===== config.mk =====
export PLATFORM = sky130hd
export DESIGN_NAME = delay_pulse_out
export DESIGN_NICKNAME = d
export VERILOG_FILES = /design/src/rtl/delay_pulse_out.sv
export SDC_FILE = /design/constraint.sdc
export NUM_CORES = 1
export LEC_CHECK = 0
export CAP_MARGIN = 20
export CORE_UTILIZATION = 40
export CTS_CLUSTER_SIZE = 20
export DETAILED_ROUTE_END_ITERATION = 6
export PLACE_DENSITY = 0.59
export SETUP_SLACK_MARGIN = 0.4
export SLEW_MARGIN = 20
export SYNTH_ARGS = -nofsm -noshare
export SYNTH_HDL_FRONTEND = slang
export SYNTH_SLANG_ARGS = --single-unit
export TNS_END_PERCENT = 10

===== constraint.sdc =====
create_clock -name clk -period 3.99 [get_ports clk]
set_input_delay 0.798 -clock clk [delete_from_list [all_inputs] [get_ports clk]]
set_output_delay 0.798 -clock clk [all_outputs]
set_load 0.05 [all_outputs]

===== src/rtl/delay_pulse_out.sv =====
// Tick-counted delay/width pulse generator: out rises 1 clk after the delay's last tick, falls 1 clk after the width's last tick; no backpressure.
// Optional RETRIG_EN: a trigger edge during DELAY restarts the delay instead of flagging overrun.
module delay_pulse_out #(
    parameter int DELAY_W = 24,
    parameter int WIDTH_W = 16
) (
    input  logic               clk,
    input  logic               rst,
    input  logic               tick,
    input  logic               trig,
    input  logic [DELAY_W-1:0] delay,
    input  logic [WIDTH_W-1:0] width,
    input  logic               ovr_clr,
    output logic               out,
    output logic               busy,
    output logic               done,
    output logic               overrun
);

    typedef enum logic [1:0] {
        IDLE  = 2'd0,
        DELAY = 2'd1,
        PULSE = 2'd2
    } state_t;

    state_t             state_q, state_d;
    logic               trig_q;
    logic [DELAY_W-1:0] dcnt_q, dcnt_d;
    logic [WIDTH_W-1:0] wcnt_q, wcnt_d;
    logic               out_q, out_d;
    logic               busy_q, busy_d;
    logic               done_q, done_d;
    logic               ovr_q, ovr_d;

    logic               trig_edge;
    logic               accept;
    logic               ovr_set;
    logic [WIDTH_W-1:0] width_lat;

    assign trig_edge = trig & ~trig_q;
    assign width_lat = (width == '0) ? WIDTH_W'(1) : width;

`ifdef RETRIG_EN
    assign accept = trig_edge && (state_q == IDLE || state_q == DELAY);
`else
    assign accept = trig_edge && (state_q == IDLE);
`endif
    assign ovr_set = trig_edge && !accept;

    always_comb begin
        state_d = state_q;
        dcnt_d  = dcnt_q;
        wcnt_d  = wcnt_q;
        out_d   = out_q;
        done_d  = 1'b0;
        if (accept) begin
            // Ticks in the capture cycle are deliberately not counted.
            dcnt_d = delay;
            wcnt_d = width_lat;
            if (delay == '0) begin
                state_d = PULSE;
                out_d   = 1'b1;
            end else begin
                state_d = DELAY;
                out_d   = 1'b0;
            end
        end else begin
            case (state_q)
                DELAY: begin
                    if (tick && dcnt_q != '0) begin
                        dcnt_d = dcnt_q - DELAY_W'(1);
                        if (dcnt_q == DELAY_W'(1)) begin
                            state_d = PULSE;
                            out_d   = 1'b1;
                        end
                    end
                end
                PULSE: begin
                    if (tick && wcnt_q != '0) begin
                        wcnt_d = wcnt_q - WIDTH_W'(1);
                        if (wcnt_q == WIDTH_W'(1)) begin
                            state_d = IDLE;
                            out_d   = 1'b0;
                            done_d  = 1'b1;
                        end
                    end
                end
                default: begin
                    state_d = IDLE;
                    out_d   = 1'b0;
                end
            endcase
        end
        busy_d = (state_d != IDLE);
        ovr_d  = ovr_set ? 1'b1 : (ovr_clr ? 1'b0 : ovr_q);
    end

    // trig_q resets high so a trigger held through reset is not seen as an edge.
    always_ff @(posedge clk or posedge rst) begin
        if (rst) begin
            state_q <= IDLE;
            trig_q  <= 1'b1;
            dcnt_q  <= '0;
            wcnt_q  <= '0;
            out_q   <= 1'b0;
            busy_q  <= 1'b0;
            done_q  <= 1'b0;
            ovr_q   <= 1'b0;
        end else begin
            state_q <= state_d;
            trig_q  <= trig;
            dcnt_q  <= dcnt_d;
            wcnt_q  <= wcnt_d;
            out_q   <= out_d;
            busy_q  <= busy_d;
            done_q  <= done_d;
            ovr_q   <= ovr_d;
        end
    end

    assign out     = out_q;
    assign busy    = busy_q;
    assign done    = done_q;
    assign overrun = ovr_q;

endmodule


==> metrics.txt <==
status=complete, no violations; Max Root-Sink Buffers=2; first-pass GRT wire length=12600 um; CP Class=flip-flop to flip-flop; Area Overhead vs Synth=23.7%; initial DRC count=97; CTS H-tree lvls=2; Ports=49; Seq/Total Area, Yosys=39.3%; Final GP Congestion=0.844; synthesized flop and latch total=47; Root Buffer=clkbuf_8; DRC=0; Worst-path clk slew=0.09 ns; ANT cells=0; top post-synthesis cells by count=46 x dfrtp_1, 30 x o21ai_0, 29 x nand2_1, 27 x nor2_1, 20 x nor3_1; max-cap violation count=0; fin crit period=2.58 ns; GRT overflow=0; Netlist cell types=48; headroom to the max-slew limit=39.7%; hold_buf cts=0; cts bufs inserted=5; Hold Fails Final Rpt=0; post-synthesis cell area=0.00300 mm2; Syn Inst Count=341; synth top area cells=dfrtp_1 38%, xor2_1 5.3%, o21ai_0 5.0%, ha_1 3.8%, nand2_1 3.6%; final WL=7720 um; Layout Nets=439; number of flops mapped to enable cells by yosys=0; DIE HEIGHT=88.5 um; Die Wd=88.5 um; Async SR Flop Fraction=100%; WP data arrival=2.77 ns; FF-to-FF End=dcnt_q[1]; crit path from=dcnt_q[14]; Hold/Removal Path Class=flip-flop to flip-flop; final worst slack=1.41 ns; Synth area leader=dfrtp_1; worst slack, placed=1.28 ns; CP endpoint=dcnt_q[1]; TNS Setup=0 ns; Final Cell Area=0.00371 mm2; syn_area_per_cell=8.78 um2; Setup Viol. Count Final=0; FP Rows=31; initial antenna violation count=0; CTS tree=yes; cells on worst reg2reg path=5; later-pin clock latency in the skew report=0.30 ns; post-synth top area share=38.4%; endpoint class of the critical path=flip-flop; Static Leak=1.35 nW; largest net degree at the start of global routing=52; DP Area=0.00357 mm2; All-Layer GR Usage=21.0%; crit start category=flip-flop; unrepaired setup endpoints after global routing=false; Slew @ Worst Pin=0.896 ns; fmax=0.388 GHz; Ys Warns=0; dominant synthesized flop cell=dfrtp_1; Setup Skew=0.00524 ns; maximum vdd ir drop=0.190 mV; syn_nets=395; period utilization=64.6%; Num Clock Sinks=47; Post-CTS Setup Bufs=0; core area=0.00725 mm2; share of cells above drive strength 1=6.22%; Non-Filler Instances=485; Pre-antenna DRT Iters=6; Cells after DPL=477; Power Density=363 mW/mm2; WP data required=4.19 ns; Initial Util=41.3%; flop-to-flop setup slack=1.41 ns; top-count cell post-synth=dfrtp_1; Port-buffer cells=48; reg2reg start=dcnt_q[14]; post-route ant nets=0; vias in the first global route=2655; via count=2730; Die Area=0.00784 mm2; Crit Path Max Fanout=22; Routed WL per cell=15.9 um; Max Transition Viols Final=0; post_cts resized=0; vias per cell=5.63; hpwl dp=5620 um
-- power breakdown --
group / leakage [nW] / internal, mW / total [mW] / switching [mW]
clock: 0.0644 / 0.250 / 0.429 / 0.178
combinational: 0.711 / 0.144 / 0.301 / 0.157
sequential: 0.578 / 0.543 / 0.614 / 0.0709
-- critical path: stages (launching register included) --
cell and delay [ns]:
dfrtp_1 0.43, or4_1 0.70, or4b_4 0.72, o21bai_2 0.25
mux2i_1 0.11, mux2_2 0.26
-- worst min path at each step --
stage | startpoint | to | slack, ns | cells after the start
2_1_floorplan | wcnt_q[5] | wcnt_q[5] | 0.53 | 2
3_3_place_gp | overrun | overrun | 0.50 | 2
3_5_place_dp | overrun | overrun | 0.51 | 2
4_1_cts | overrun | overrun | 0.53 | 2
5_1_grt | overrun | overrun | 0.54 | 2
6_report | overrun | overrun | 0.52 | 2
-- cells by family (layout without fill, tap and decap cells) --
| kind of cell | after synthesis | count (layout) | share of synthesized area [%] |
|---|---|---|---|
| AOI/OAI and AO/OA | 71 | 71 | 14.7 |
| xor gates and xnor gates | 28 | 28 | 8.19 |
| adders and majority gates | 9 | 9 | 3.76 |
| buffers and inverters | 32 | 77 | 4.30 |
| DFF | 47 | 47 | 39.3 |
| muxes | 5 | 5 | 1.80 |
| and+or+nand+nor | 149 | 149 | 27.9 |
-- metrics by stage --
stage	utilization [%]	total power, mW	hold WS (ns)
2_1_floorplan	-	0.805	0.527
3_3_place_gp	49.2	0.921	0.500
3_5_place_dp	49.2	0.925	0.508
4_1_cts	51.1	1.36	0.529
5_1_grt	51.1	1.42	0.545
6_report	51.1	1.34	0.524
-- layout make-up --
| class | instances | area (um2) |
|---|---|---|
| Tap cell | 99 | 124 |
| Timing Repair Buffer | 53 | 518 |
| Multi-Input combinational cell | 262 | 1690 |
| Clock inverter | 3 | 67.6 |
| Fill cell | 708 | 3550 |
| Inverter | 16 | 61.3 |
| Clock buffer | 5 | 68.8 |
| Sequential cell | 47 | 1180 |
-- layout by cell type, fill, tap and decap left out, drive strengths merged, types with 9 or more instances in the layout --
cell / count
nor3: 20
nand2: 29
clkdlybuf4s50: 48
dfrtp: 46
xor2: 18
xnor2: 10
nor2: 27
nand4: 14
nor4: 16
or4: 9
a21oi: 13
o21ai: 30
ha: 9
inv: 15
-- per-layer routing --
| metal | wire length, um | vias to the layer above | track usage (%) |
|---|---|---|---|
| li1 | - | 1344 | - |
| met1 | 3470 | 1297 | 26.8 |
| met2 | 3830 | 81 | 37.3 |
| met3 | 326 | 8 | 3.17 |
| met4 | 95 | 0 | 5.43 |
| met5 | 0 | - | 0 |
-- sequential cells by signal (all words and copies together), names as in the netlist --
signal   flops
busy         1
dcnt_q      24
done         1
out          1
overrun      1
state_q      2
trig_q       1
wcnt_q      16
No activity file was read; power rests on OpenSTA's default activity.
